==> src/rtl/mux_nto1_rr.sv <==
// -----------------------------------------------------------------------------
// mux_nto1_rr
//   N-channel, WIDTH-bit registered multiplexer with valid/ready handshakes.
//   The source is picked either by an explicit select (mode=0) or by
//   round-robin arbitration among valid channels (mode=1). The winner's word
//   is captured in a single output register, sustaining one word per cycle.
//
// Ports
//   clk        rising-edge clock
//   reset_n    asynchronous active-low reset
//   in_data    N*WIDTH, channel i at [i*WIDTH +: WIDTH]
//   in_valid   N, channel i presents data
//   in_ready   N, channel i transfer accepted this cycle (one-hot or zero)
//   mode       0 = explicit select, 1 = round-robin
//   sel        channel index used when mode=0 (values >= N never grant)
//   out_data   registered selected word
//   out_valid  out_data holds a word
//   out_ready  downstream accepts
//   out_src    index of the channel that produced out_data
// -----------------------------------------------------------------------------
module mux_nto1_rr #(
   parameter  int WIDTH = 64,
   parameter  int N     = 4,
   localparam int SELW  = $clog2(N)
) (
   input  logic                 clk,
   input  logic                 reset_n,
   input  logic [N*WIDTH-1:0]   in_data,
   input  logic [N-1:0]         in_valid,
   output logic [N-1:0]         in_ready,
   input  logic                 mode,
   input  logic [SELW-1:0]      sel,
   output logic [WIDTH-1:0]     out_data,
   output logic                 out_valid,
   input  logic                 out_ready,
   output logic [SELW-1:0]      out_src
);

   logic [WIDTH-1:0] data_q, data_d;
   logic [SELW-1:0]  src_q,  src_d;
   logic [SELW-1:0]  ptr_q,  ptr_d;
   logic             valid_q, valid_d;

   logic             load_en;
   logic             grant_vld;
   logic [SELW-1:0]  grant_idx;
   logic             xfer;

   // Output register can take a word when empty or draining this cycle.
   assign load_en = !valid_q || out_ready;

   // Grant selection. Explicit select compares against every legal index, so
   // an out-of-range sel simply matches nothing.
   always_comb begin
      int idx;
      grant_vld = 1'b0;
      grant_idx = '0;
      idx       = 0;
      if (!mode) begin
         for (int i = 0; i < N; i++) begin
            if (sel == SELW'(i) && in_valid[i]) begin
               grant_vld = 1'b1;
               grant_idx = SELW'(i);
            end
         end
      end else begin
         // Scan ptr, ptr+1, ... wrapping modulo N; first valid channel wins.
         for (int k = 0; k < N; k++) begin
            idx = int'(ptr_q) + k;
            if (idx >= N) idx = idx - N;
            if (!grant_vld && in_valid[idx[SELW-1:0]]) begin
               grant_vld = 1'b1;
               grant_idx = idx[SELW-1:0];
            end
         end
      end
   end

   // No handshake may complete while reset is held, even though the empty
   // output register would otherwise report load_en.
   assign xfer = reset_n && load_en && grant_vld;

   always_comb begin
      for (int i = 0; i < N; i++)
         in_ready[i] = xfer && (grant_idx == SELW'(i));
   end

   always_comb begin
      data_d  = data_q;
      src_d   = src_q;
      valid_d = valid_q;
      ptr_d   = ptr_q;
      if (xfer) begin
         for (int i = 0; i < N; i++)
            if (grant_idx == SELW'(i)) data_d = in_data[i*WIDTH +: WIDTH];
         src_d   = grant_idx;
         valid_d = 1'b1;
         if (mode)
            ptr_d = (grant_idx == SELW'(N-1)) ? '0 : grant_idx + SELW'(1);
      end else if (out_ready) begin
         // Drain with nothing to replace it: data and source are kept.
         valid_d = 1'b0;
      end
   end

   always_ff @(posedge clk or negedge reset_n) begin
      if (!reset_n) begin
         data_q  <= '0;
         src_q   <= '0;
         ptr_q   <= '0;
         valid_q <= 1'b0;
      end else begin
         data_q  <= data_d;
         src_q   <= src_d;
         ptr_q   <= ptr_d;
         valid_q <= valid_d;
      end
   end

   assign out_data  = data_q;
   assign out_src   = src_q;
   assign out_valid = valid_q;

endmodule

==> config.mk <==
export PLATFORM = sky130hd
export DESIGN_NAME = mux_nto1_rr
export DESIGN_NICKNAME = d
export VERILOG_FILES = /design/src/rtl/mux_nto1_rr.sv
export SDC_FILE = /design/constraint.sdc
export NUM_CORES = 1
export LEC_CHECK = 0
export ABC_AREA = 0
export CAP_MARGIN = 20
export CORE_ASPECT_RATIO = 0.8
export CORE_UTILIZATION = 34
export DETAILED_ROUTE_END_ITERATION = 8
export PLACE_DENSITY = 0.79
export SLEW_MARGIN = 0
export SYNTH_ARGS = -nofsm -noshare
export SYNTH_HDL_FRONTEND = slang
export SYNTH_SLANG_ARGS = --single-unit
==> constraint.sdc <==
create_clock -name clk -period 3.3 [get_ports clk]
set_clock_uncertainty 0.2 [all_clocks]
set_input_delay 0.495 -clock clk [delete_from_list [all_inputs] [get_ports clk]]
set_output_delay 0.495 -clock clk [all_outputs]
set_load 0.005 [all_outputs]
==> impl_metrics.py, run 1 <==
metrics = {
    "logic_synthesis": {
        "synth-main-ff-cell": "dfrtp_1",
        "synth.distinct_cells": 35,
        "ys_seq_area_frac": 0.327,
        "synth_area_per_cell_sq_um": 10.9,
        "syn-num-nets": 756,
        "synth_seq_cells": 69,
        "synthArstFlopShare": 1.00,
        "synth_enable_flop_cells": 0,
        "synthCells": 486,
        "syn_area_sq_um": 5280,
        "yosysWarningCount": 0,
    },
    "sta": {
        "tightest_slew_ns": 0.909,
        "slew_headroom": 0.394,
        "timing.final.ws_setup_ns": 0.0333,
        "final_max_slew_viol_count": 0,
        "post-route-period-util": 0.990,
        "fmax_mhz": 306,
        "finalSetupViolCount": 0,
        "rsz0062_at_grt": "true",
        "whs_ns": 0.207,
        "layout_min_cycle_time_ns": 3.27,
        "hold_viol": 0,
    },
    "setup_path": {
        "critPathRequiredTime_ns": 3.31,
        "cp-end-kind": "flip-flop",
        "cp_top_family": "simple AND/OR/NAND/NOR gates",
        "cp_slowest_stage_delay_ns": 0.54,
        "timing.rr.end": "out_data[60]",
        "critPathMaxFanout": 8,
        "start_kind": "flip-flop",
        "rr_worst_depth": 9,
        "crit_slowest_cell": "or4_4",
        "timing.critical_path.buf_inv": 1,
        "critPathArrivalTime_ns": 3.28,
        "path_class": "flip-flop to flip-flop",
        "timing.rr.start": "ptr_q[0]",
        "cpMostUsedCell": "and3_4",
        "r2r_slack_ns": 0.03,
        "cp_cell_sequence": "nand2b_4 -> and3_4 -> o311a_1 -> or3_4 -> ha_4 -> or4_4 -> and3_4 -> clkbuf_16 -> mux2_4",
    },
    "clocking": {
        "cts_tree": "done",
        "clk_pin_slew_worst_paths_ns": 0.06,
        "cts_inserted_buffers": 9,
        "htreeDepth": 3,
        "root_buffer": "clkbuf_16",
        "clkSinkCount": 69,
        "cts_hold_buffers": 0,
        "clk_latency_ns": 0.33,
        "clk_path_buf_depth": 2,
    },
    "detailed_routing": {
        "drt-initial-drc-count": 138,
        "drt_pass1_iterations": 4,
        "wl_met2_um": 9410,
        "wl_met3_um": 1240,
        "avgViaCountPerCell": 4.76,
        "wl_met1_um": 7330,
        "drt-total-wl_um": 18400,
        "topRoutingLayerUsed": "met4",
        "drcViolationCount": 0,
        "wl_per_cell_um": 17.3,
        "ant_nets": 0,
        "vias": 5057,
    },
    "power": {
        "powerDensity_nw_per_um2": 596,
        "power.leakage_nw": 3.96,
        "intPower_w": 0.00409,
        "p_sw_frac": 0.296,
        "p_comb_frac": 0.569,
        "pwr-share-clk": 0.167,
        "ir_worst_vdd_v": 0.000311,
        "power.switching_w": 0.00172,
        "pwr-share-seq": 0.264,
    },
    "die": {
        "die_w_um": 141,
        "initial_core_util": 0.350,
        "row_count": 40,
        "placeableCoreArea_sq_um": 15100,
        "ios": 337,
        "dieArea_sq_um": 16000,
        "die_y_um": 113,
    },
    "global_route": {
        "grt_usage": 0.217,
        "grt_pass1_vias": 5174,
        "grt_pass1_wl_um": 26700,
        "antenna_found_initial": 0,
        "grt_max_degree": 71,
        "grt_overflow_total": 0,
    },
    "layout": {
        "diodes": 0,
        "layout.nets": 1118,
        "stdcell_area_sq_um": 9740,
        "drive_above_1_share": 0.259,
        "area_delta_synth_final_pct": 84.6,
    },
    "placed_design": {
        "dp_slack_ns": -0.589,
        "numPortBuffers": 336,
        "placed_area_sq_um": 9030,
        "place_congestion": 0.876,
        "dp_hpwl_um": 13400,
    },
    "job": {
        "maxCapViolCount": 0,
    },
    "run_status": {
        "status": "complete, no violations",
    },
    "hold_path": {
        "hp-class": "input port to async pin",
    },
}
[cell usage in the layout (no fill, tap or decap), types with 2 or more instances in the layout]
| cell | count |
|---|---|
| a21oi_1 | 2 |
| clkbuf_16 | 15 |
| mux2_1 | 3 |
| buf_6 | 4 |
| nor2_1 | 2 |
| nor3_2 | 2 |
| clkdlybuf4s50_1 | 326 |
| nand2b_1 | 3 |
| buf_16 | 4 |
| clkinv_2 | 2 |
| inv_1 | 4 |
| dfrtp_1 | 67 |
| mux2_4 | 62 |
| dfrtp_2 | 2 |
| buf_12 | 7 |
| nand2_1 | 72 |
| clkinvlp_4 | 3 |
| o21ai_1 | 3 |
| clkbuf_2 | 2 |
| mux2i_1 | 65 |
| mux2_2 | 66 |
| buf_4 | 33 |
| ha_4 | 3 |
| and3_4 | 4 |
| dlygate4sd2_1 | 5 |
| and3_1 | 4 |
| or4_4 | 2 |
| o21ai_0 | 63 |
[sequential cells by signal (all words and copies together) (netlist names)]
register and cells:
out_src 2, out_valid 1, ptr_q 2, out_data 64
[layout make-up]
| type | instances | area [sq um] |
|---|---|---|
| well taps | 210 | 263 |
| inverters | 4 | 15.0 |
| multi-input cells | 375 | 3400 |
| fillers | 1231 | 5330 |
| repair buffers | 389 | 4030 |
| flip-flops and latches | 69 | 1730 |
| clock inverters | 6 | 62.6 |
| clock buffers | 10 | 239 |
[per-stage QoR]
| step | total power (W) | instances | TNS [ns] | util |
|---|---|---|---|---|
| 2_1_floorplan | 0.00302 | 486 | 0 | - |
| 3_3_place_gp | 0.00456 | 1030 | -35.20 | 0.600 |
| 3_5_place_dp | 0.00461 | 1030 | -38.08 | 0.600 |
| 4_1_cts | 0.00569 | 1051 | -0.000923 | 0.626 |
| 5_1_grt | 0.00615 | 1063 | -0.219 | 0.646 |
| 6_report | 0.00580 | 1063 | 0 | 0.646 |
[power by group through the flow]
stage | logic (W) | clock network (W) | registers [W]
5_1_grt | 0.00352 | 0.00103 | 0.00159
3_5_place_dp | 0.00308 | 0 | 0.00153
3_3_place_gp | 0.00302 | 0 | 0.00154
2_1_floorplan | 0.00150 | 0 | 0.00152
6_report | 0.00330 | 0.000971 | 0.00153
4_1_cts | 0.00316 | 0.000997 | 0.00153
[cell families (layout without fill, tap and decap cells)]
family                     Yosys count  in the layout  synth area share
muxes                              198            198             0.452
and+or+nand+nor                     96             97            0.0799
AOI/OAI and AO/OA                   76             76            0.0771
DFF                                 69             69             0.327
buffers and inverters               43            409            0.0538
adders and majority gates            4              4           0.00949
[metal layers]
layer,GRT usage,up-vias
met4,0.0717,0
met3,0.0479,25
met1,0.245,2353
li1,-,2472
met5,0,-
met2,0.405,207
[how the worst max path moves through the flow]
stage,from,endpoint,slack (ns),depth (start not counted)
final,ptr_q[0],out_data[60],0.03,9
after global placement,in_valid[3],out_data[49],-0.54,10
after global routing,ptr_q[0],out_data[11],-0.03,9
after floorplan,in_valid[3],out_data[0],0.04,10
after detailed placement,in_valid[3],out_data[49],-0.59,10
after CTS,in_valid[2],out_data[47],-0.0009,13
[cells in the mapped netlist (2+ instances only)]
library cell	n	area, sq um
nand2_1	72	270
dfrtp_1	69	1730
mux2_2	66	743
mux2i_1	66	661
o21ai_0	66	330
mux2_4	61	916
clkbuf_1	23	86.3
buf_1	7	26.3
buf_12	7	140
and3_1	6	37.5
ha_1	4	50.1
inv_1	4	15.0
mux2_1	4	45.0
nand2b_1	4	25.0
nor3_1	3	15.0
a21oi_1	2	10.0
nor2_1	2	7.51
nor4_1	2	12.5
o31ai_1	2	15.0
[what timing repair did]
action,4_1_cts,5_1_grt
pin swaps,3,9
gates resized for setup,15,30
buffers inserted,3,4
gates cloned,2,8
setup endpoints to repair,68,68
Note: power is estimated with default switching activity, not from simulation.
==> inputs of run 2 (changes only) <==
--- a/config.mk
+++ b/config.mk
@@ -7,10 +7,10 @@
 export LEC_CHECK = 0
 export ABC_AREA = 0
 export CAP_MARGIN = 20
-export CORE_ASPECT_RATIO = 0.8
-export CORE_UTILIZATION = 34
+export CORE_AREA = 2 2 132 134
 export DETAILED_ROUTE_END_ITERATION = 8
-export PLACE_DENSITY = 0.79
+export DIE_AREA = 0 0 134 136
+export PLACE_DENSITY = 0.74
 export SLEW_MARGIN = 0
 export SYNTH_ARGS = -nofsm -noshare
 export SYNTH_HDL_FRONTEND = slang
==> run 2 against run 1 <==
  * Sequential power about the same
  * Core utilization shrank 7.0 points
  * Worst hold slack better by 0.011 ns
==> impl_metrics.py, run 2 (same netlist as run 1, synthesis figures left out) <==
metrics = {
    "power": {
        "pwr-share-clk": 0.176,
        "power.switching_w": 0.00169,
        "ir_worst_vdd_v": 0.000257,
        "p_comb_frac": 0.560,
        "power.leakage_nw": 3.93,
        "p_sw_frac": 0.291,
        "intPower_w": 0.00412,
        "total_power_w": 0.00581,
        "pwr-share-seq": 0.264,
        "powerDensity_nw_per_um2": 597,
    },
    "layout": {
        "layout_common_cells": "326 x clkdlybuf4s50_1, 72 x nand2_1, 67 x dfrtp_1",
        "layout_commonest_cell": "clkdlybuf4s50_1",
        "layout.nets": 1112,
        "area_delta_synth_final_pct": 84.3,
        "fillers": 1467,
        "largest_reg_flops": 64,
        "diodes": 0,
        "drive_above_1_share": 0.258,
    },
    "sta": {
        "whs_ns": 0.218,
        "fmax_mhz": 310,
        "hold_viol": 0,
        "tightest_slew_ns": 0.881,
        "finalSetupViolCount": 0,
        "rsz0062_at_grt": "true",
        "final_max_slew_viol_count": 0,
        "slew_headroom": 0.413,
        "post-route-period-util": 0.979,
        "tns_ns": 0,
        "layout_min_cycle_time_ns": 3.23,
    },
    "detailed_routing": {
        "ant_nets": 0,
        "topRoutingLayerUsed": "met4",
        "avgViaCountPerCell": 4.74,
        "drt-initial-drc-count": 117,
        "wl_met1_um": 7750,
        "drcViolationCount": 0,
        "vias": 5078,
        "wl_per_cell_um": 17.5,
        "drt_pass1_iterations": 4,
        "wl_met3_um": 1390,
        "wl_met2_um": 9350,
        "drt-total-wl_um": 18700,
    },
    "global_route": {
        "grt_pass1_wl_um": 26100,
        "grt_overflow_total": 0,
        "antenna_found_initial": 0,
        "grt_pass1_vias": 4986,
        "grt_usage": 0.182,
        "grt_max_degree": 70,
    },
    "run_status": {
        "status": "complete, no violations",
    },
    "setup_path": {
        "critPathMaxFanout": 8,
        "start_kind": "flip-flop",
        "cp-end-kind": "flip-flop",
        "path_class": "flip-flop to flip-flop",
        "critPathRequiredTime_ns": 3.32,
        "crit_start": "ptr_q[1]",
        "critPathArrivalTime_ns": 3.25,
        "timing.rr.start": "ptr_q[1]",
    },
    "clocking": {
        "cts_inserted_buffers": 9,
        "clk_pin_slew_worst_paths_ns": 0.06,
        "htreeDepth": 3,
        "root_buffer": "clkbuf_16",
        "clk_path_buf_depth": 2,
        "clk_latency_ns": 0.33,
        "clkSinkCount": 69,
        "cts_tree": "done",
    },
    "job": {
        "maxCapViolCount": 0,
    },
    "die": {
        "initial_core_util": 0.313,
        "ios": 337,
        "dieArea_sq_um": 18200,
        "die_y_um": 136,
        "row_count": 48,
        "die_w_um": 134,
        "placeableCoreArea_sq_um": 16900,
    },
    "hold_path": {
        "hp-class": "input port to async pin",
    },
    "placed_design": {
        "numPortBuffers": 336,
        "place_congestion": 0.821,
        "dp_hpwl_um": 13600,
    },
}
## run 2: changes by cell type in the layout (fill, tap and decap cells not counted), moves of 2 or more
cell,delta
clkinvlp_4,-3
buf_4,-5
buf_12,-2
o21ai_1,-3
o21ai_0,+3
## run 2: worst paths after layout
check / cells after the start / end / slack [ns]
worst max-delay path: 10 / out_data[41] / 0.07
worst min-delay path: 2 / out_data[38] / 0.22
worst max register to register: 10 / out_data[41] / 0.07
worst min register to register: 1 / out_data[47] / 0.28
max in group asynchronous: 2 / ptr_q[0] / 2.08
min in group clk: 1 / out_data[47] / 0.28
## run 2: power groups by stage
stage / clock [W] / sequential [W] / combinational (W)
6_report: 0.00102 / 0.00153 / 0.00325
5_1_grt: 0.00109 / 0.00159 / 0.00347
4_1_cts: 0.00105 / 0.00154 / 0.00308
3_5_place_dp: 0 / 0.00154 / 0.00304
3_3_place_gp: 0 / 0.00153 / 0.00300
2_1_floorplan: 0 / 0.00152 / 0.00150
## run 2: final cells by class
| type | count | area, sq um | area share |
|---|---|---|---|
| sequential | 69 | 1730 | 0.178 |
| inverter | 4 | 15.0 | 0.00154 |
| tap | 225 | 282 | 0.0289 |
| clock inverter | 5 | 75.1 | 0.00772 |
| timing repair buffer | 383 | 3960 | 0.407 |
| clock buffer | 10 | 239 | 0.0246 |
| multi-input combinational | 375 | 3430 | 0.352 |
## run 2: worst max-delay path, cell delays in order, from the launching register on
cell and delay, ns:
dfrtp_2 0.46, buf_6 0.14, nand2b_4 0.06, nor4_4 0.04, o311a_4 0.36, or3_4 0.36
ha_4 0.18, or4_4 0.55, and3_4 0.26, clkbuf_16 0.19, mux2_4 0.30
## run 2: metal layers
layer,vias up,GRT usage
met5,-,0
met4,0,0.0550
met3,18,0.0511
met2,190,0.328
met1,2406,0.211
li1,2464,-
## run 2: timing repair
action | 4_1_cts | 5_1_grt
endpoints found under the setup margin | 68 | 67
gates cloned | 0 | 10
pin swaps | 2 | 6
gates resized for setup | 18 | 33
setup buffers | 3 | 3
hold buffers | 0 | 0
## run 2: per-stage QoR
step                 util  instances  instance area [sq um]  setup WS [ns]
finish              0.576       1071                   9730         0.0709
global route        0.576       1071                   9730        -0.0102
CTS                 0.555       1058                   9370        0.00714
detailed placement  0.533       1040                   9000         -0.552
global placement    0.533       1040                   9000         -0.537
floorplan               -        486                   5290         0.0433
